===== src/rtl/tile_renderer.sv =====
// Rectangle fill engine: accepts one clipped rectangle at a time and streams
// its pixels in row-major order, one per cycle, to the vga_adapter.
module tile_renderer #(
    parameter int unsigned SCREEN_WIDTH  = 160,
    parameter int unsigned SCREEN_HEIGHT = 120,
    parameter int unsigned COLOR_DEPTH   = 9,
    parameter int unsigned nX            = 8,
    parameter int unsigned nY            = 7
) (
    input  logic                   CLOCK_50,
    input  logic                   reset,
    input  logic                   req_valid,
    output logic                   req_ready,
    input  logic [nX-1:0]          req_x,
    input  logic [nY-1:0]          req_y,
    input  logic [nX-1:0]          req_w,
    input  logic [nY-1:0]          req_h,
    input  logic [COLOR_DEPTH-1:0] req_color,
    output logic [nX-1:0]          x,
    output logic [nY-1:0]          y,
    output logic [COLOR_DEPTH-1:0] color,
    output logic                   write,
    output logic                   done
);

    localparam int unsigned XW = nX + 1;
    localparam int unsigned YW = nY + 1;

    typedef enum logic [1:0] {IDLE, DRAW, FINISH} state_t;

    state_t        state;
    logic [nX-1:0] x_start;
    logic [nX-1:0] x_last;
    logic [nY-1:0] y_last;

    logic [XW-1:0] x_end_c;
    logic [YW-1:0] y_end_c;
    logic [nX-1:0] clip_x_c;
    logic [nY-1:0] clip_y_c;
    logic          empty_c;
    logic          single_c;
    logic          accept_c;
    logic [nX-1:0] next_x_c;
    logic [nY-1:0] next_y_c;
    logic          next_last_c;

    // Clip the incoming request; one extra bit keeps the sums from wrapping.
    always_comb begin
        x_end_c  = XW'(req_x) + XW'(req_w) - XW'(1);
        y_end_c  = YW'(req_y) + YW'(req_h) - YW'(1);
        clip_x_c = (x_end_c > XW'(SCREEN_WIDTH - 1))  ? nX'(SCREEN_WIDTH - 1)  : x_end_c[nX-1:0];
        clip_y_c = (y_end_c > YW'(SCREEN_HEIGHT - 1)) ? nY'(SCREEN_HEIGHT - 1) : y_end_c[nY-1:0];
        empty_c  = (req_w == '0) || (req_h == '0) ||
                   (XW'(req_x) >= XW'(SCREEN_WIDTH)) || (YW'(req_y) >= YW'(SCREEN_HEIGHT));
        single_c = (req_x == clip_x_c) && (req_y == clip_y_c);
        accept_c = req_valid && req_ready;
    end

    // Raster step: wrap to the left edge at the end of each row.
    always_comb begin
        next_x_c = x + nX'(1);
        next_y_c = y;
        if (x == x_last) begin
            next_x_c = x_start;
            next_y_c = y + nY'(1);
        end
        next_last_c = (next_x_c == x_last) && (next_y_c == y_last);
    end

    // Outputs are updated with the state so the pixel on the bus and done
    // always describe the same cycle; FINISH is the cycle holding done.
    always_ff @(posedge CLOCK_50 or posedge reset) begin
        if (reset) begin
            state     <= IDLE;
            x         <= '0;
            y         <= '0;
            color     <= '0;
            write     <= 1'b0;
            done      <= 1'b0;
            req_ready <= 1'b1;
            x_start   <= '0;
            x_last    <= '0;
            y_last    <= '0;
        end else begin
            case (state)
                IDLE: begin
                    write <= 1'b0;
                    done  <= 1'b0;
                    if (accept_c) begin
                        req_ready <= 1'b0;
                        x_start   <= req_x;
                        x_last    <= clip_x_c;
                        y_last    <= clip_y_c;
                        if (empty_c) begin
                            state <= FINISH;
                            done  <= 1'b1;
                        end else begin
                            x     <= req_x;
                            y     <= req_y;
                            color <= req_color;
                            write <= 1'b1;
                            if (single_c) begin
                                state <= FINISH;
                                done  <= 1'b1;
                            end else begin
                                state <= DRAW;
                            end
                        end
                    end
                end
                DRAW: begin
                    x     <= next_x_c;
                    y     <= next_y_c;
                    write <= 1'b1;
                    if (next_last_c) begin
                        state <= FINISH;
                        done  <= 1'b1;
                    end
                end
                FINISH: begin
                    write     <= 1'b0;
                    done      <= 1'b0;
                    req_ready <= 1'b1;
                    state     <= IDLE;
                end
                default: begin
                    write     <= 1'b0;
                    done      <= 1'b0;
                    req_ready <= 1'b1;
                    state     <= IDLE;
                end
            endcase
        end
    end

endmodule

===== config.mk =====
export PLATFORM = sky130hd
export DESIGN_NAME = tile_renderer
export DESIGN_NICKNAME = d
export VERILOG_FILES = /design/src/rtl/tile_renderer.sv
export SDC_FILE = /design/constraint.sdc
export NUM_CORES = 1
export LEC_CHECK = 0
export BUFFER_PORTS_ARGS = -buffer_cell sky130_fd_sc_hd__buf_2
export CORE_UTILIZATION = 25
export DETAILED_ROUTE_END_ITERATION = 7
export GPL_TIMING_DRIVEN = 0
export PLACE_DENSITY_LB_ADDON = 0.15
export RECOVER_POWER = 50
export SETUP_SLACK_MARGIN = 0.2
export SLEW_MARGIN = 25
export SYNTH_ARGS = -nofsm -noshare
export SYNTH_HDL_FRONTEND = slang
export SYNTH_SLANG_ARGS = --single-unit

===== constraint.sdc =====
create_clock -name CLOCK_50 -period 3.2 [get_ports CLOCK_50]
set_input_delay 0.64 -clock CLOCK_50 [delete_from_list [all_inputs] [get_ports CLOCK_50]]
set_output_delay 0.64 -clock CLOCK_50 [all_outputs]
set_load 0.05 [all_outputs]

==> results of run 1 <==
## registers in the layout (all words and copies together), names as in the netlist
name,cells
y_last,7
x,8
state,2
y,7
x_last,8
x_start,8
write,1
req_ready,1
color,9
done,1
## critical path: stages
cell       delay, ns
buf_12          0.09
inv_12          0.03
ha_4            0.24
inv_2           0.04
ha_4            0.15
fa_2            0.37
a211oi_4        0.31
nor4b_4         0.10
a2111oi_4       0.30
or3b_4          0.42
buf_6           0.14
a31o_4          0.21
a221oi_2        0.22
nand3_1         0.14
a31o_1          0.19
## final cells by class
cell class / instances / area share (%)
clock buffers: 6 / 2.46
multi-input cells: 374 / 54.7
repair buffers: 83 / 8.39
well taps: 220 / 4.87
flip-flops and latches: 52 / 23.0
plain buffers: 19 / 1.57
inverters: 65 / 4.67
clock inverters: 2 / 0.244
## report_power, final
group,leakage (nW),total (mW),switching [mW],internal (mW)
sequential,0.606,1.28,0.327,0.956
clock,0.0772,0.579,0.265,0.314
combinational,1.75,2.81,1.76,1.06
## through the flow
step / setup TNS, ns / util [%] / hold slack (ns) / total power [mW] / setup slack (ns)
2_1_floorplan: -0.570 / - / 0.443 / 3.26 / -0.299
3_3_place_gp: -3.98 / 30.0 / 0.476 / 3.92 / -0.898
3_5_place_dp: -4.13 / 30.2 / 0.466 / 3.96 / -0.912
4_1_cts: -0.451 / 32.8 / 0.315 / 4.66 / -0.189
5_1_grt: -0.857 / 33.7 / 0.514 / 5.02 / -0.335
6_report: -0.487 / 33.7 / 0.486 / 4.68 / -0.207
## worst max path at each step
stage              from  endpoint  slack, ns
2_1_floorplan  req_x[1]  state[0]      -0.30
3_3_place_gp   req_x[1]  state[0]      -0.90
3_5_place_dp   req_x[1]  state[0]      -0.91
4_1_cts        req_x[1]  state[0]      -0.19
5_1_grt        req_x[1]  state[0]      -0.33
6_report       req_x[1]  state[0]      -0.21
## cells by family after synthesis
group,share of synthesized area (%)
AOI/OAI and AO/OA,17.9
xor gates and xnor gates,10.4
adders and majority gates,9.55
buffers and inverters,7.39
DFF,29.9
muxes,5.52
and+or+nand+nor,19.3
## metal layers
| layer | wire (um) | up-vias | GRT usage, % |
|---|---|---|---|
| met5 | 0 | - | 0 |
| met1 | 6110 | 1935 | 19.0 |
| met3 | 407 | 10 | 1.51 |
| met4 | 191 | 0 | 4.17 |
| li1 | - | 1971 | - |
| met2 | 6680 | 53 | 27.3 |
## cells in the final DEF (no fill, tap or decap), drive strengths merged, types with 3 or more instances in the layout
master   n
or4      3
o211ai   4
clkbuf  34
o21ai   32
a31o     4
a21oi   20
a31oi    5
mux2    16
and4     4
nor4b    3
xor2    12
nor4     8
nand3   14
inv     64
or3      3
ha      30
a211oi   8
dfrtp   51
o31ai    6
nor2b    5
o22a     4
nand3b   5
a21o     6
nand2b   4
and3     7
buf     74
nand4    9
nand2   37
nor2    40
nor3     8
xnor2   36
mux2i    6
## repair_timing
action                     in CTS  in global routing
hold buffers                    0                  0
setup endpoints to repair      10                 10
setup buffers                  12                  2
resized for setup              42                 44
pin swaps                      21                 23
==> summary.md, run 1 <==
| Metric | Value |
|---|---|
| Post-synth top cells | `inv_1 (65), dfrtp_1 (51), nor2_1 (40), nand2_1 (37), xnor2_1 (35)` |
| Peak supply drop | `between 0.0003 and 0.0004 V` |
| Number of synthesized flops with an enable pin | `0` |
| 1st-iter DRT viols | `250` |
| Clock Latency Late Sink | `0.30 ns` |
| RSZ-0062 raised after global routing | `true` |
| Synth area leader | `dfrtp_1` |
| Top cells by area, synth | `dfrtp_1 (29%), ha_1 (8.6%), xnor2_1 (7.0%), inv_1 (5.6%), mux2_2 (4.1%)` |
| Worst slew margin relative to its limit | `-14.9%` |
| Initial antenna violation count | `0` |
| Die H | `134 um` |
| Cell with the most instances after synthesis | `inv_1` |
| CP arrival | `3.60 ns` |
| FILL cells | `roughly 1800` |
| Vias per Instance | `slightly below 5` |
| CTS tree | `done` |
| Leakage | `between 2 and 2.5 nW` |
| Syn nets | `584` |
| Cells after synthesis | `510` |
| TritonCTS Buffers | `5` |
| Fin worst setup slack | `-0.207 ns` |
| Final antenna diode count | `0` |
| Flop-to-flop setup slack | `0.17 ns` |
| Tot GR Track Use | `roughly 15%` |
| Worst slew pin tran | `1.72 ns` |
| Min-delay src | `done` |
| Clock Sinks | `52` |
| Max Cap Viol | `1` |
| Yosys warns | `0` |
| Unique masters post-synth | `70` |
| Most used DFF post-synth | `dfrtp_1` |
| Average size of a mapped cell | `8.53 um2` |
| Failing checks | `capacitance limit, slew limit, setup timing` |
| Mean routed wirelength per cell | `between 15 and 20 um` |
| GPL Wtd Cong | `between 0.8 and 0.9` |
| Seq cells post-synth | `52` |
| Crit-path max FO | `5` |
| First-pass GRT wire length | `21200 um` |
| Nets@finish | `674` |
| Slew Viols, Final | `31` |
| Vias | `3969` |
| Core ar. | `approximately 0.017 mm2` |
| Die area | `0.0179 mm2` |
| Row count | `47` |
| Number of I/O pins | `69` |
| Largest net degree at the start of global routing | `31` |
| Post-Layout Cell Count | `821` |
| Antenna-violating nets left | `0` |
| Outcome | `finished with violations` |
| Hold Crit Depth | `2` |
| Worst path required time | `~3.4 ns` |
| Number of global-route vias before repair | `approximately 4000` |
| R2r endpoint | `state[0]` |
| Initial DRT Pass Iterations | `4` |
| Share of cells above drive strength 1 | `29.6%` |
| Top-area cell type share of the netlist area | `29.3%` |
| Period utilization | `106%` |
| Initial Util | `26.0%` |
| DRC | `0` |
| Worst Hold Class | `reg2reg` |
| R2R Path Start | `x[3]` |
| Grt total ovfl | `0` |
| Period minus WS final | `around 3.4 ns` |
| Post-Syn Area | `0.00435 mm2` |
| Placement Cell Area | `around 0.0051 mm2` |
| WHS Endpoint | `done` |
| DPL Wire Length | `10500 um` |
| Design area | `around 0.0057 mm2` |
| Reg2Reg Depth | `9` |
| H-tree depth | `2` |
| Hold Vio Cnt, Final | `0` |
| Worst clock skew | `0.00701 ns` |
| CTS clock-pin slew for the worst setup and hold paths | `0.07 ns` |
| CP Class | `in2reg` |
| # placed instances | `799` |
| Final setup viols | `3` |
| Share of async-settable or async-resettable flops after synthesis | `100%` |
| Sequential share of the synthesized area | `29.9%` |
| Area of the multi-input gates | `between 0.003 and 0.004 mm2` |
| Root Buffer | `clkbuf_16` |
| Input/output buffers | `68` |
| Syn-to-layout area delta | `29.9%` |
| Max Fclk | `293 MHz` |
| Cell Pwr Density | `827 mW/mm2` |
| Die X | `roughly 130 um` |
| WL final | `13400 um` |
| Crit. End Element | `flop` |
| Storage element area | `0.00130 mm2` |
| Clock buffer depth | `2` |
| Setup crit start kind | `input port` |
No activity file was read; power rests on OpenSTA's default activity.
==> run 2, diff against run 1 <==
--- a/config.mk
+++ b/config.mk
@@ -6,10 +6,10 @@
 export NUM_CORES = 1
 export LEC_CHECK = 0
 export BUFFER_PORTS_ARGS = -buffer_cell sky130_fd_sc_hd__buf_2
-export CORE_UTILIZATION = 25
+export CORE_UTILIZATION = 31
 export DETAILED_ROUTE_END_ITERATION = 7
 export GPL_TIMING_DRIVEN = 0
-export PLACE_DENSITY_LB_ADDON = 0.15
+export PLACE_DENSITY = 0.53
 export RECOVER_POWER = 50
 export SETUP_SLACK_MARGIN = 0.2
 export SLEW_MARGIN = 25
==> run 2 against run 1 <==
Compared with the run above: the run still ends with capacitance limit, slew limit, setup timing left; global-route usage is 2.1 points higher; die area is 19% lower; flip-flop and latch count stayed put; sequential share of layout area is 0.14 points lower; total power is 1.5% higher; via count is 1.4% higher; cell count is 4.5% lower.
==> summary.md, run 2 (same netlist as run 1, synthesis figures left out) <==
| Metric | Value |
|---|---|
| Period utilization | `105% (-1.0 points)` |
| Leakage | `2.48 nW (+2.1%)` |
| Share of cells above drive strength 1 | `29.9% (+0.32 points)` |
| H-tree depth | `2 (unchanged)` |
| Slew Viols, Final | `53 (+71%)` |
| CTS tree | `done` |
| Die X | `120 um (-10%)` |
| Worst clock skew | `0.00643 ns (-0.000576 ns)` |
| Vias | `4023 (+1.4%)` |
| Root Buffer | `clkbuf_16` |
| Number of global-route vias before repair | `3953 (-2.7%)` |
| 1st-iter DRT viols | `212 (-15%)` |
| Period minus WS final | `3.37 ns (-0.0326 ns)` |
| TritonCTS Buffers | `5 (unchanged)` |
| Antenna-violating nets left | `0 (unchanged)` |
| CP arrival | `3.60 ns (about the same)` |
| Vias per Instance | `5.13 (+6.1%)` |
| DPL Wire Length | `9690 um (-7.8%)` |
| RSZ-0062 raised after global routing | `true` |
| Mean routed wirelength per cell | `16.1 um (-1.1%)` |
| Pwr Total | `4.75 mW (+1.5%)` |
| Final antenna diode count | `0 (unchanged)` |
| Die H | `120 um (-10%)` |
| Post-CTS Hold Buffers | `0 (unchanged)` |
| Row count | `42 (-11%)` |
| Core ar. | `0.0135 mm2 (-20%)` |
| Number of I/O pins | `69 (unchanged)` |
| Syn-to-layout area delta | `30.7%` |
| Die area | `0.0145 mm2 (-19%)` |
| Final setup viols | `3 (unchanged)` |
| First-pass GRT wire length | `19700 um (-7.2%)` |
| Grt total ovfl | `0 (unchanged)` |
| Worst Hold Class | `reg2reg` |
| Tot GR Track Use | `17.2% (+2.1 points)` |
| # placed instances | `754 (-5.6%)` |
| Cell Pwr Density | `835 mW/mm2 (+0.93%)` |
| Largest net degree at the start of global routing | `53 (+71%)` |
| WL final | `12700 um (-5.5%)` |
| Clock Sinks | `52 (unchanged)` |
| Hold Vio Cnt, Final | `0 (unchanged)` |
| Most frequent cells in the layout | `inv_1 (52), buf_2 (52), dfrtp_1 (51)` |
| CP Class | `in2reg` |
| GPL Wtd Cong | `0.849 (+0.58%)` |
| Failing checks | `capacitance limit, slew limit, setup timing` |
| Nets@finish | `681 (+1.0%)` |
| Place WS | `-0.923 ns (-0.0113 ns)` |
| Initial Util | `32.3% (+6.4 points)` |
| Outcome | `finished with violations` |
| CTS clock-pin slew for the worst setup and hold paths | `0.06 ns (about the same)` |
| Initial antenna violation count | `0 (unchanged)` |
| Initial DRT Pass Iterations | `5 (+1)` |
| Cells along the critical path | `buf_6 -> inv_1 -> ha_4 -> inv_2 -> ha_4 -> fa_2 -> a211oi_4 -> buf_4 -> buf_4 -> o221a_2 -> o21ai_0 -> xnor2_1 -> a21o_1 -> nor4_2 -> nand4_1 -> nand3_1` |
| Max reg flops | `9 (unchanged)` |
| DRC | `0 (unchanged)` |
| Input/output buffers | `68 (unchanged)` |
| Max Cap Viol | `1 (unchanged)` |
| Clock Latency Late Sink | `0.30 ns (about the same)` |
| Crit. End Element | `flop` |
| CP peak stage delay | `0.41 ns (about the same)` |
| Fin worst setup slack | `-0.175 ns (+0.0326 ns)` |
| Max Fclk | `296 MHz (+0.97%)` |
| Worst path required time | `3.42 ns (+0.03 ns)` |
| Worst slew pin tran | `1.93 ns (+0.203 ns)` |
| Peak supply drop | `0.000262 V (-17%)` |
| Crit-path max FO | `4 (-1)` |
| Setup crit start kind | `input port` |
| Post-Layout Cell Count | `784 (-4.5%)` |
| Most flops, register | `color` |
| CP max stage cell | `fa_2` |
| Fin Hold WS | `0.494 ns (+0.00731 ns)` |
| Worst slew margin relative to its limit | `-28.6% (-14 points)` |
| Clock buffer depth | `2 (unchanged)` |
==> run 2: cell types whose count changed in the layout (fill, tap and decap cells not counted), moves of 2 or more <==
cell and change:
a21oi_1 -2, a21oi_2 +2, buf_4 +7, clkbuf_1 +2
ha_4 -2, inv_1 +4, inv_2 -3
==> run 2: path summary, 6_finish.rpt <==
kind / startpoint / endpoint / slack (ns) / depth (start not counted)
setup / recovery: req_y[1] / done / -0.17 / 16
hold / removal: req_ready / req_ready / 0.49 / 2
setup reg to reg: x[3] / state[0] / 0.16 / 9
hold reg to reg: req_ready / req_ready / 0.49 / 2
max in group asynchronous: reset / x_last[4] / 1.12 / 2
min in group asynchronous: reset / x[3] / 0.97 / 2
==> run 2: timing repair <==
action	CTS	global route
gates resized for setup	34	52
pin swaps	16	34
gates cloned	0	1
setup endpoints to repair	10	9
buffers inserted	10	11
==> run 2: layout make-up <==
type / instances / area, um2
plain buffers: 19 / 93.8
clock buffers: 7 / 133
clock inverters: 1 / 30.0
fillers: 1375 / 7770
inverters: 65 / 262
multi-input cells: 374 / 3120
flip-flops and latches: 52 / 1300
well taps: 176 / 220
repair buffers: 90 / 528
==> run 2: worst max-delay path: cells and delay by family <==
family | cells | cell delay (ns)
buffers and inverters | 5 | 0.48
AOI/OAI and AO/OA | 4 | 0.82
xor gates and xnor gates | 1 | 0.17
adders and majority gates | 3 | 0.83
and+or+nand+nor | 3 | 0.64
==> run 2: power by group <==
| group | total, mW | internal [mW] | leakage [nW] | switching (mW) |
|---|---|---|---|---|
| Sequential | 1.28 | 0.957 | 0.606 | 0.324 |
| Clock | 0.609 | 0.370 | 0.0781 | 0.239 |
| Combinational | 2.86 | 1.10 | 1.80 | 1.76 |
| Total | 4.75 | 2.43 | 2.48 | 2.32 |
==> run 2: metal layers <==
layer	vias to the layer above	global-route usage, %	routed length [um]
met5	-	0	0
met4	0	4.94	199
met3	15	2.36	507
met2	79	31.0	6440
met1	1942	21.4	5500
li1	1987	-	-
==> run 2: per-stage QoR <==
stage / utilization (%) / cell area (um2) / setup TNS [ns]
6_report: 42.3 / 5690 / -0.480
5_1_grt: 42.3 / 5690 / -0.771
4_1_cts: 40.0 / 5380 / -0.441
3_5_place_dp: 37.0 / 4980 / -4.27
3_3_place_gp: 37.0 / 4980 / -3.39
2_1_floorplan: - / 4420 / -0.570
==> run 3, diff against run 2 <==
==> constraint.sdc (replaced) <==
create_clock -name CLOCK_50 -period 3.5 [get_ports CLOCK_50]
set_input_delay 0.7 -clock CLOCK_50 [delete_from_list [all_inputs] [get_ports CLOCK_50]]
set_output_delay 0.7 -clock CLOCK_50 [all_outputs]
set_load 0.05 [all_outputs]
==> run 3 against run 2 <==
Compared with the run above: the run ends with capacitance limit, slew limit left; worst setup slack improved by 0.24 ns; worst hold slack got worse by 0.0029 ns; critical path depth did not move; flip-flop and latch count did not move; cell count did not move; first-iteration DRC count rose by 7.5%; total power fell by 8.8%; non-clock buffer count did not move; design area fell by 0.18%; clock power fell by 8.5%.
==> summary.md, run 3 (same netlist as run 1, synthesis figures left out) <==
| Metric | Value |
|---|---|
| TritonCTS Buffers | `5 (unchanged)` |
| Cells along the critical path | `buf_6 -> inv_1 -> ha_4 -> inv_2 -> ha_4 -> fa_2 -> a211oi_4 -> buf_4 -> buf_4 -> o221a_2 -> o21ai_0 -> xnor2_1 -> a21o_1 -> nor4_2 -> nand4_1 -> nand3_1` |
| Internal power | `2.21 mW (-8.7%)` |
| CP peak stage delay | `0.41 ns (about the same)` |
| Sequential share of power | `27.1% (about the same)` |
| Most flops, register | `color` |
| GPL Wtd Cong | `0.849 (unchanged)` |
| Final antenna diode count | `0 (unchanged)` |
| Worst path required time | `3.72 ns (+0.30 ns)` |
| CTS clock-pin slew for the worst setup and hold paths | `0.06 ns (about the same)` |
| Period utilization | `between 90% and 100%` |
| WL final | `12600 um (-0.21%)` |
| Number of global-route vias before repair | `3953 (unchanged)` |
| Number of I/O pins | `69 (unchanged)` |
| Outcome | `finished with violations` |
| H-tree depth | `2 (unchanged)` |
| Peak supply drop | `0.000239 V (-8.8%)` |
| Setup crit start kind | `input port` |
| Design area | `0.00568 mm2 (-0.18%)` |
| Input/output buffers | `68 (unchanged)` |
| Cell family with most CP delay | `adder cells` |
| Most frequent cells in the layout | `inv_1 (51), buf_2 (51), dfrtp_1 (51)` |
| Failing checks | `capacitance limit, slew limit` |
| Final setup viols | `0 (-3)` |
| WHS Endpoint | `req_ready` |
| Placement Cell Area | `0.00498 mm2 (unchanged)` |
| CP Class | `in2reg` |
| Die H | `120 um (unchanged)` |
| DPL Wire Length | `9690 um (unchanged)` |
| Crit-path max FO | `4 (unchanged)` |
| Place WS | `-0.683 ns (+0.240 ns)` |
| R2R Path Start | `x[0]` |
| Clock Sinks | `52 (unchanged)` |
| Leakage | `2.47 nW (-0.39%)` |
| Worst slew pin tran | `2.26 ns (+0.330 ns)` |
| Worst slew margin relative to its limit | `-51.2% (-23 points)` |
| Max reg flops | `9 (unchanged)` |
| 1st-iter DRT viols | `228 (+7.5%)` |
| Tot GR Track Use | `17.2% (unchanged)` |
| Clock Latency Late Sink | `0.30 ns (about the same)` |
| Clock buffer depth | `2 (unchanged)` |
| RSZ-0062 raised after global routing | `true` |
| R2r endpoint | `state[0]` |
| Vias | `4008 (-0.37%)` |
| Max Cap Viol | `1 (unchanged)` |
| First-pass GRT wire length | `19700 um (unchanged)` |
| Mean routed wirelength per cell | `16.1 um (-0.21%)` |
| Largest net degree at the start of global routing | `53 (unchanged)` |
| Initial Util | `32.3% (unchanged)` |
| Slew Viols, Final | `53 (unchanged)` |
| Core ar. | `0.0135 mm2 (unchanged)` |
| Pwr Total | `4.33 mW (-8.8%)` |
| Syn-to-layout area delta | `30.5%` |
| Max Fclk | `291 MHz` |
| Root Buffer | `clkbuf_16` |
| CP max stage cell | `fa_2` |
| Die X | `120 um (unchanged)` |
| Min-delay src | `req_ready` |
| Share of cells above drive strength 1 | `29.6% (-0.33 points)` |
| Antenna-violating nets left | `0 (unchanged)` |
| Fin Hold WS | `0.491 ns (-0.00287 ns)` |
| Die area | `0.0145 mm2 (unchanged)` |
| Grt total ovfl | `0 (unchanged)` |
| Sw frac | `48.8% (-0.062 points)` |
| Cell Pwr Density | `763 mW/mm2 (-8.6%)` |
| Switching pwr | `2.11 mW (-8.9%)` |
| Final Util | `42.2% (-0.074 points)` |
| Row count | `42 (unchanged)` |
| DRC | `0 (unchanged)` |
| Comb power frac | `60.1% (about the same)` |
| CTS tree | `done` |
| Period minus WS final | `3.43 ns` |
| Reg2Reg Depth | `10 (+1)` |
| Initial antenna violation count | `0 (unchanged)` |
| Clk pwr share | `12.9% (about the same)` |
| Nets@finish | `681 (unchanged)` |
| Initial DRT Pass Iterations | `4 (-1)` |
| Worst Hold Class | `reg2reg` |
| Flop-to-flop setup slack | `0.47 ns (+0.31 ns)` |
| Worst clock skew | `0.00613 ns (-0.000304 ns)` |
| CP arrival | `3.65 ns (+0.05 ns)` |
| Vias per Instance | `5.11 (-0.37%)` |
| Crit. End Element | `flop` |
| Post-CTS Hold Buffers | `0 (unchanged)` |
| Hold Crit Depth | `2 (unchanged)` |
| Hold Vio Cnt, Final | `0 (unchanged)` |
| Fin worst setup slack | `0.0687 ns (+0.244 ns)` |
| Crit path buf inv count | `5 (unchanged)` |
==> run 3: changes by cell type in the layout (fill, tap and decap cells not counted) <==
cell | previous run | this run
buf_2 | 52 | 51
clkbuf_1 | 26 | 27
clkinvlp_2 | 0 | 1
inv_1 | 52 | 51
nor3_1 | 6 | 7
nor3_2 | 2 | 1
o31ai_1 | 5 | 6
o31ai_2 | 1 | 0
==> run 3: power by group through the flow <==
stage | sequential (mW) | clock, mW | combinational (mW)
floorplan | 1.61 | 0 | 1.37
global placement | 1.17 | 0 | 2.37
detailed placement | 1.18 | 0 | 2.40
CTS | 1.17 | 0.573 | 2.50
global route | 1.22 | 0.591 | 2.83
finish | 1.17 | 0.557 | 2.60
==> run 3: repair_timing <==
item,CTS,global route
resized for setup,34,50
gates cloned,0,1
endpoints found under the setup margin,3,3
setup buffers,10,11
pin swaps,16,34
==> run 3: through the flow <==
step,setup TNS [ns],std cells
final,0,784
after global routing,-0.0513,784
after CTS,0,772
after detailed placement,-2.02,754
after global placement,-1.63,754
after floorplan,-0.0587,510
==> run 3: area by class of cell <==
type	instances	area, um2
buffer	19	93.8
clock buffer	7	133
clock inverter	1	30.0
fill	1373	7780
inverter	65	263
multi-input combinational	374	3110
sequential	52	1300
tap	176	220
timing repair buffer	90	527
==> run 3: worst register-to-register path: stages, from the launching register on <==
cell and delay [ns]:
dfrtp_1 0.40, buf_2 0.19, xnor2_2 0.19, nand4_2 0.26
nor2_1 0.20, clkbuf_1 0.45, nand4_1 0.25, xnor2_1 0.18
a2111oi_0 0.46, a21oi_1 0.15, a31o_1 0.20
==> run 3: layer usage <==
metal / part of all wire (%) / vias up / track usage, %
li1: - / 1989 / -
met1: 44 / 1923 / 21.4
met2: 51 / 81 / 31.0
met3: 3.9 / 15 / 2.36
met4: 1.6 / 0 / 4.94
met5: 0 / - / 0
==> run 3: how the worst max path moves through the flow <==
stage	startpoint	end	slack, ns	cells past startpoint
5_1_grt	req_y[4]	state[1]	-0.02	15
2_1_floorplan	req_x[1]	state[0]	-0.06	14
6_report	req_y[1]	done	0.07	16
4_1_cts	req_x[1]	state[0]	0.04	15
3_3_place_gp	req_x[1]	state[0]	-0.60	15
3_5_place_dp	req_x[1]	state[0]	-0.68	15
